<file path="src/rtl/minv_loader_if.sv">
// Host-side operand stream and result stream of the modular-inverse loader.
// The loader connects through the slave modport, the host/consumer through master.
interface minv_loader_if;
    logic [15:0] host_din;
    logic        host_valid;
    logic        host_ready;
    logic [15:0] res_dout;
    logic        res_valid;
    logic        res_ready;
    logic        res_last;
    logic        res_err;

    modport slave (
        input  host_din, host_valid, res_ready,
        output host_ready, res_dout, res_valid, res_last, res_err
    );

    modport master (
        output host_din, host_valid, res_ready,
        input  host_ready, res_dout, res_valid, res_last, res_err
    );
endinterface

</file>
<file path="src/rtl/minv_loader.sv">
// Streams operand a and modulus p word-serially into the inverse datapath, starts it,
// waits for the result (with timeout) and streams the 256-bit result back out.
//
// state    | meaning
// IDLE     | waiting for word 0 of operand a
// LOAD_A   | accepting words 1..NW-1 of a, pulsing regu_we
// LOAD_P   | accepting words 0..NW-1 of p, pulsing regv_we/regp_we
// START    | issuing the one-cycle minv_en pulse
// WAIT     | waiting for minv_rdy or timeout
// UNLOAD   | presenting result words LSW first
module minv_loader #(
    parameter int NW     = 16,
    parameter int TO_CYC = 65535
) (
    input  logic               clk,
    input  logic               rst,
    minv_loader_if.slave       bus,
    output logic [15:0]        datain,
    output logic               regu_we,
    output logic               regv_we,
    output logic               regp_we,
    output logic               minv_en,
    input  logic               minv_rdy,
    input  logic               minv_flag,
    input  logic [NW*16-1:0]   result_in,
    output logic               busy
);

    typedef enum logic [2:0] {
        S_IDLE, S_LOAD_A, S_LOAD_P, S_START, S_WAIT, S_UNLOAD
    } state_t;

    localparam logic [3:0]  W_LAST = 4'(NW - 1);
    localparam logic [16:0] T_LAST = 17'(TO_CYC - 1);

    state_t             state, state_nx;
    logic [3:0]         wcnt, wcnt_nx;
    logic [16:0]        tcnt;
    logic [NW*16-1:0]   res_buf;
    logic               res_err_q;
    logic               host_acc;
    logic               res_acc;
    logic               timeout;

    // host_ready held low while reset is asserted, not just after the first edge
    assign bus.host_ready = ~rst & ((state == S_IDLE) | (state == S_LOAD_A) | (state == S_LOAD_P));
    assign host_acc       = bus.host_valid & bus.host_ready;
    assign bus.res_valid  = (state == S_UNLOAD);
    assign res_acc        = bus.res_valid & bus.res_ready;
    assign bus.res_dout   = res_buf[15:0];
    assign bus.res_last   = bus.res_valid & (wcnt == W_LAST);
    assign bus.res_err    = res_err_q;
    assign busy           = (state != S_IDLE);
    assign timeout        = (state == S_WAIT) & ~minv_rdy & (tcnt == T_LAST);

    always_ff @(posedge clk or posedge rst) begin
        if (rst) begin
            state <= S_IDLE;
            wcnt  <= 4'd0;
        end else begin
            state <= state_nx;
            wcnt  <= wcnt_nx;
        end
    end

    always_comb begin
        state_nx = state;
        wcnt_nx  = wcnt;
        case (state)
            S_IDLE: begin
                if (host_acc) begin
                    state_nx = S_LOAD_A;
                    wcnt_nx  = 4'd1;
                end
            end
            S_LOAD_A: begin
                if (host_acc) begin
                    if (wcnt == W_LAST) begin
                        state_nx = S_LOAD_P;
                        wcnt_nx  = 4'd0;
                    end else begin
                        wcnt_nx = wcnt + 4'd1;
                    end
                end
            end
            S_LOAD_P: begin
                if (host_acc) begin
                    if (wcnt == W_LAST) begin
                        state_nx = S_START;
                        wcnt_nx  = 4'd0;
                    end else begin
                        wcnt_nx = wcnt + 4'd1;
                    end
                end
            end
            S_START: begin
                state_nx = S_WAIT;
            end
            S_WAIT: begin
                if (minv_rdy || timeout) begin
                    state_nx = S_UNLOAD;
                    wcnt_nx  = 4'd0;
                end
            end
            S_UNLOAD: begin
                if (res_acc) begin
                    if (wcnt == W_LAST) begin
                        state_nx = S_IDLE;
                        wcnt_nx  = 4'd0;
                    end else begin
                        wcnt_nx = wcnt + 4'd1;
                    end
                end
            end
            default: begin
                state_nx = S_IDLE;
                wcnt_nx  = 4'd0;
            end
        endcase
    end

    // Enables are registered so each pulse lines up with the registered datain word
    always_ff @(posedge clk or posedge rst) begin
        if (rst) begin
            datain    <= 16'd0;
            regu_we   <= 1'b0;
            regv_we   <= 1'b0;
            regp_we   <= 1'b0;
            minv_en   <= 1'b0;
            tcnt      <= 17'd0;
            res_buf   <= '0;
            res_err_q <= 1'b0;
        end else begin
            regu_we <= host_acc & ((state == S_IDLE) | (state == S_LOAD_A));
            regv_we <= host_acc & (state == S_LOAD_P);
            regp_we <= host_acc & (state == S_LOAD_P);
            minv_en <= (state == S_START);
            if (host_acc) begin
                datain <= bus.host_din;
            end
            if (host_acc && (state == S_IDLE)) begin
                res_err_q <= 1'b0;
            end
            case (state)
                S_START: tcnt <= 17'd0;
                S_WAIT: begin
                    tcnt <= tcnt + 17'd1;
                    if (minv_rdy) begin
                        res_buf   <= result_in;
                        res_err_q <= minv_flag;
                    end else if (timeout) begin
                        res_buf   <= '0;
                        res_err_q <= 1'b1;
                    end
                end
                S_UNLOAD: begin
                    if (res_acc) begin
                        res_buf <= res_buf >> 16;
                    end
                end
                default: ;
            endcase
        end
    end

endmodule
</file>
<file path="src/flat_wrapper.sv">
// flat-port wrapper written by rule: the top's interface ports become plain ports
module minv_loader_flat 
#(
    parameter int NW     = 16,
    parameter int TO_CYC = 65535
)
  (clk, rst, datain, regu_we, regv_we, regp_we, minv_en, minv_rdy, minv_flag, result_in, busy, bus_host_din, bus_host_valid, bus_res_ready, bus_host_ready, bus_res_dout, bus_res_valid, bus_res_last, bus_res_err);
  minv_loader_if bus_i ();
  input  logic clk;
  input  logic rst;
  output logic [15:0] datain;
  output logic regu_we;
  output logic regv_we;
  output logic regp_we;
  output logic minv_en;
  input  logic minv_rdy;
  input  logic minv_flag;
  input  logic [NW*16-1:0] result_in;
  output logic busy;
  input wire logic [$bits(bus_i.host_din)-1:0] bus_host_din;
  input wire logic [$bits(bus_i.host_valid)-1:0] bus_host_valid;
  input wire logic [$bits(bus_i.res_ready)-1:0] bus_res_ready;
  output wire logic [$bits(bus_i.host_ready)-1:0] bus_host_ready;
  output wire logic [$bits(bus_i.res_dout)-1:0] bus_res_dout;
  output wire logic [$bits(bus_i.res_valid)-1:0] bus_res_valid;
  output wire logic [$bits(bus_i.res_last)-1:0] bus_res_last;
  output wire logic [$bits(bus_i.res_err)-1:0] bus_res_err;
  assign bus_i.host_din = bus_host_din;
  assign bus_i.host_valid = bus_host_valid;
  assign bus_i.res_ready = bus_res_ready;
  assign bus_host_ready = bus_i.host_ready;
  assign bus_res_dout = bus_i.res_dout;
  assign bus_res_valid = bus_i.res_valid;
  assign bus_res_last = bus_i.res_last;
  assign bus_res_err = bus_i.res_err;
  minv_loader #(.NW(NW), .TO_CYC(TO_CYC)) u_core (.clk(clk), .rst(rst), .bus(bus_i), .datain(datain), .regu_we(regu_we), .regv_we(regv_we), .regp_we(regp_we), .minv_en(minv_en), .minv_rdy(minv_rdy), .minv_flag(minv_flag), .result_in(result_in), .busy(busy));
endmodule
</file>
<file path="config.mk">
export PLATFORM = sky130hd
export DESIGN_NAME = minv_loader_flat
export DESIGN_NICKNAME = d
export VERILOG_FILES = /design/src/rtl/minv_loader_if.sv /design/src/rtl/minv_loader.sv /design/src/flat_wrapper.sv
export SDC_FILE = /design/constraint.sdc
export NUM_CORES = 1
export LEC_CHECK = 0
export ABC_AREA = 1
export BUFFER_PORTS_ARGS = -buffer_cell sky130_fd_sc_hd__buf_4
export CELL_PAD_IN_SITES_DETAIL_PLACEMENT = 1
export CELL_PAD_IN_SITES_GLOBAL_PLACEMENT = 2
export CORE_UTILIZATION = 28
export CTS_BUF_LIST = sky130_fd_sc_hd__clkbuf_2
export DETAILED_ROUTE_END_ITERATION = 10
export PLACE_DENSITY_LB_ADDON = 0.25
export SETUP_SLACK_MARGIN = 0.3
export SLEW_MARGIN = 15
export SYNTH_ARGS = -nofsm -noshare
export SYNTH_HDL_FRONTEND = slang
export SYNTH_SLANG_ARGS = --single-unit
</file>
<file path="constraint.sdc">
create_clock -name clk -period 9.8 [get_ports clk]
set_clock_uncertainty 0.1 [all_clocks]
set_input_delay 1.47 -clock clk [delete_from_list [all_inputs] [get_ports clk]]
set_output_delay 1.47 -clock clk [all_outputs]
set_load 0.05 [all_outputs]
</file>
After elaboration in Yosys (flattened, before gate mapping)
Cells that the tools add are included.

Register bits: 300. Input port bits: 278. Logic and storage cells: 75.

Add/sub/neg operators: 2. Eq/ne operators: 17. Multiplexer cells: 24. Bitwise logic cells: 13. Reductions and logical operators: 10.

Operator list (count): $mux W256 (3); $pmux W256 S2 (1); $pmux W17 S2 (1); $mux W3 (8); $mux W4 (5); $pmux W4 S5 (1); $pmux W3 S6 (1); $add A17 B1 Y17 const B (1); $eq A17 B16 Y1 const B (1); $ne A2 B2 Y1 const B (5); $and A1 B1 Y1 (8); $ne A2 B1 Y1 const B (4); $reduce_and A8 Y1 (1); $eq A3 B2 Y1 const B (2); $eq A3 B3 Y1 const B (2); $reduce_and A5 Y1 (1); $add A4 B1 Y4 const B (1); $eq A4 B4 Y1 const B (1); $mux W1 (4); $reduce_bool A2 Y1 (2); $eq A3 B1 Y1 const B (1); $logic_not A3 Y1 (1); $ne A3 B2 Y1 const B (1); $not A1 Y1 (3); 6 further kinds (7).

Longest topological paths before layout
Depth in word-level cells: 10. Mapped depth: 11. Gate-level depth less buffers: 9.

Least setup slack after synthesis
No wires, ideal clock.

Path type: input to output. From: in rst. To: out bus_host_ready. Arrival time: 1.979 ns. Data required time: 8.230 ns. Setup slack: 6.251 ns. Stages on the path: 3. Cells stage by stage: nor2_1 -> nand2_1 -> inv_1.

Word-level cells in the longest chain between the ends: 2.

Ends and longest elaborated chain: start, declared (RTL line flat_wrapper.sv:10) `input logic rst;`; $not A1 Y1 (RTL line minv_loader.sv:46) `assign bus.host_ready = ~rst & ((state == S_IDLE) | (state == S_LOAD_A) | (state == S_LOAD_P));`; $and A1 B1 Y1 (RTL line minv_loader.sv:46); end, declared (RTL line flat_wrapper.sv:23) `output wire logic [$bits(bus_i.host_ready)-1:0] bus_host_ready;`.

Every way passes these cells.

Worst setup path in the final report
From: reg u_core.state[2]. To: reg u_core.res_buf[78].

Word-level cells in the longest chain between the ends: 5.

Ends and longest elaborated chain: start, declared (RTL line minv_loader.sv:36) `state_t state, state_nx;`; start signal, assigned (RTL line minv_loader.sv:61) `state <= state_nx;`; $eq A3 B3 Y1 (RTL line minv_loader.sv:54, minv_loader.sv:144); $and A1 B1 Y1 (2 in series) (RTL line minv_loader.sv:54) `assign timeout = (state == S_WAIT) & ~minv_rdy & (tcnt == T_LAST);`; $ne A3 B2 Y1 (no source line); $reduce_and A3 Y1 (no source line); end signal, assigned (RTL line minv_loader.sv:149) `res_buf <= result_in;`; end signal, assigned (RTL line minv_loader.sv:158) `res_buf <= res_buf >> 16;`; end, declared (RTL line minv_loader.sv:39) `logic [NW*16-1:0] res_buf;`.

Several ways; a longest one is shown, not always the timed one. A chain may end at the register's enable or synchronous reset.

==> results.sh <==
export IMPL_arrival_ns=4.92
export IMPL_p_leak_nw=10.9
export IMPL_status="finished clean"
export IMPL_cts_root_buf="clkbuf_2"
export IMPL_startpoint="u_core.state[2]"
export IMPL_dieArea_mm2=0.0563
export IMPL_final_nets=2744
export IMPL_power_mw=4.55
export IMPL_setup_tns_final_ns=0
export IMPL_synth_seq_cells=300
export IMPL_critPathCaptureType="register"
export IMPL_syn_inst=2196
export IMPL_p_sw_share_pct=42.3
export IMPL_finalHoldViolations=0
export IMPL_drt_iter0_drc=698
export IMPL_ir_worst_vdd_mv=0.168
export IMPL_first_global_vias=15800
export IMPL_placed_cells=3062
export IMPL_final_setup_viol_count=0
export IMPL_cts_inserted_buffers=93
export IMPL_vias=14900
export IMPL_crit_end="u_core.res_buf[78]"
export IMPL_portBuffers=318
export IMPL_crit_path_start_kind="register"
export IMPL_reg2reg_to="u_core.res_buf[78]"
export IMPL_syn2layout_area_growth_pct=22.1
export IMPL_crit_chain="inv_2 > nor3_2 > buf_4 > inv_2 > nor2_2 > o21ai_4 > buf_12 > nand2_8 > buf_4 > buf_16 > nand2_1 > nand2_1"
export IMPL_wl_per_cell_um=16.8
export IMPL_critPathKind="register to register"
export IMPL_grt_max_degree=190
export IMPL_seq_area_frac_synth_pct=48.4
export IMPL_synth_nets=2477
export IMPL_wl_um=54300
export IMPL_worst_pin_slew_ns=1.04
export IMPL_track_usage_pct=19.5
export IMPL_reg2reg_depth=12
export IMPL_period_share_pct=41.8
export IMPL_fmax_ghz=0.244
export IMPL_worstPathRequired_ns=10.62
export IMPL_layout_drive_gt1_share_pct=20.1
export IMPL_ys_warn_count=0
export IMPL_drt_drc_violations_left=0
export IMPL_p_per_area_mw_per_mm2=241
export IMPL_die_w_um=237
export IMPL_synth_distinct_cells=25
export IMPL_rsz0062_at_grt="false"
export IMPL_clk_latency_ns=1.04
export IMPL_r2r_start="u_core.state[2]"
export IMPL_synth_top_cell_area_share_pct=48.4
export IMPL_cts_sinks=300
export IMPL_yosys_area_top_type="dfrtp_1"
export IMPL_antenna_found_initial=4
export IMPL_slew_violations=0
export IMPL_dpl_worst_slack_ns=5.13
export IMPL_h_tree_depth=3
export IMPL_slew_headroom_pct=30.4
export IMPL_core_area_mm2=0.0542
export IMPL_maxCapViolations=0
export IMPL_gp_congestion=0.785
export IMPL_crit_fanout=189
export IMPL_die_height_um=237
export IMPL_min_path_type="input pin to asynchronous set/reset pin"
export IMPL_clk_pin_slew_ns=0.09
export IMPL_fin_ws_ns=5.70
export IMPL_min_period_ns=4.10
export IMPL_cts_resized=0
export IMPL_crit_slowest_cell="nand2_8"
export IMPL_combPwrFrac_pct=33.9
export IMPL_whs_ns=0.334
export IMPL_yosys_top_cells_area="dfrtp_1 (48%), nand2_1 (32%), nand3_1 (8.7%)"
export IMPL_power_share_clock_pct=20.9
export IMPL_power_frac_seq_pct=45.2
export IMPL_placementRows=85
export IMPL_reg2reg_slack_ns=5.70
export IMPL_p_sw_mw=1.93
export IMPL_max_stage_delay_ns=0.84
export IMPL_hpwl_um=35000
export IMPL_synthesis_area_mm2=0.0155
export IMPL_viasPerCell=4.61
export IMPL_first_pass_iters=5
export IMPL_postCtsSetupBuffers=0
export IMPL_avgSynthCellArea_um2=7.06
export IMPL_drt_antenna_violating_nets=0
export IMPL_layout_cells_non_filler=3230
export IMPL_grt_first_pass_wirelength_um=87100
export IMPL_cts_tree="yes"
export IMPL_p_int_mw=2.63
export IMPL_max_clock_path_buffers=3
export IMPL_ctsHoldBuffers=0
export IMPL_fill_cells=6919
export IMPL_start_util_pct=28.6
export IMPL_grt_overflow=0
export IMPL_pin_count=319
cell families (layout without fill, tap and decap cells):
family | Yosys count | count (layout) | synth area share (%)
buffers and inverters | 200 | 532 | 6.42
other | 0 | 6 | 0
AO/OA/AOI/OAI | 27 | 27 | 0.993
AND/OR/NAND/NOR | 1650 | 1650 | 42.8
multiplexers | 16 | 16 | 1.16
flip-flops | 300 | 300 | 48.4
adder cells (fa/ha/maj) | 3 | 3 | 0.242
how the worst min path moves through the flow:
stage	from	end	slack, ns
after floorplan	u_core.res_buf[100]	u_core.res_buf[100]	0.34
after global placement	u_core.res_buf[172]	u_core.res_buf[172]	0.35
after detailed placement	u_core.res_buf[20]	u_core.res_buf[20]	0.36
after CTS	rst	u_core.datain[6]	0.19
after global routing	rst	u_core.datain[3]	0.16
final	rst	u_core.datain[3]	0.33
layer usage:
layer / vias to the layer above / share of wire (%) / wire [µm] / global-route usage (%)
li1: 7385 / - / - / -
met1: 7055 / 47 / 25800 / 26.9
met2: 349 / 45 / 24400 / 29.9
met3: 95 / 5.1 / 2750 / 4.53
met4: 2 / 2.5 / 1340 / 6.33
met5: - / 0.013 / 7 / 0
worst max-delay path: cells and delay by family (launching register included):
| kind | cells | cell delay, ns |
|---|---|---|
| buffers and inverters | 6 | 1.82 |
| AND/OR/NAND/NOR | 5 | 1.09 |
| flip-flops | 1 | 0.51 |
| AO/OA/AOI/OAI | 1 | 0.06 |
Yosys cell counts:
library cell,number
buf_1,1
nand2_1,1331
dfrtp_1,300
nand3_1,269
nor3_2,1
nand3b_1,17
nor2_1,23
nand2_2,1
nand3_2,2
nor3_1,2
inv_2,5
o21bai_1,1
nor2_2,3
mux2_2,16
a2bb2oi_1,1
buf_2,126
buf_4,23
clkbuf_1,10
ha_1,3
nand4_1,1
a21oi_1,5
o22ai_1,1
o21ai_0,18
o21ai_4,1
inv_1,35
registers in the layout, summed over array words and instances, names as in the netlist:
| signal | flops |
|---|---|
| u_core.bus.res_err | 1 |
| u_core.datain | 16 |
| u_core.minv_en | 1 |
| u_core.regu_we | 1 |
| u_core.regv_we | 1 |
| u_core.res_buf | 256 |
| u_core.state | 3 |
| u_core.tcnt | 17 |
| u_core.wcnt | 4 |
layout by cell type (no fill, tap or decap), types with 3 or more instances in the layout:
master and n:
dfrtp_1 300, nand2_1 1331, nand3_1 269, nand3b_1 17
inv_1 33, nor2_2 3, a21oi_1 5, clkbuf_2 141
diode_2 6, inv_8 3, o21ai_0 18, nor2_1 23
clkinv_1 16, buf_4 328, inv_2 5, mux2_2 16
ha_1 3
power groups by stage:
| stage | Combinational, mW | Sequential, mW | Clock (mW) |
|---|---|---|---|
| floorplan | 1.02 | 2.12 | 0 |
| global placement | 1.51 | 2.07 | 0 |
| detailed placement | 1.56 | 2.08 | 0 |
| CTS | 1.56 | 2.06 | 1.01 |
| global route | 1.74 | 2.12 | 1.08 |
| finish | 1.54 | 2.06 | 0.953 |
metrics by stage:
stage / util [%] / area (µm²)
global placement: 33.3 / 18100
finish: 34.9 / 18900
detailed placement: 33.3 / 18100
global route: 34.9 / 18900
floorplan: - / 15500
CTS: 34.8 / 18900
layout make-up:
| type | instances | area [µm²] | share of cell area [%] |
|---|---|---|---|
| Antenna cell | 6 | 15.0 | 0.0794 |
| Clock buffer | 141 | 706 | 3.73 |
| Clock inverter | 19 | 75.1 | 0.397 |
| Inverter | 40 | 176 | 0.932 |
| Multi-Input combinational cell | 1696 | 7010 | 37.1 |
| Sequential cell | 300 | 7510 | 39.7 |
| Tap cell | 696 | 871 | 4.60 |
| Timing Repair Buffer | 332 | 2560 | 13.5 |
Power figures use the tool's default switching activity.
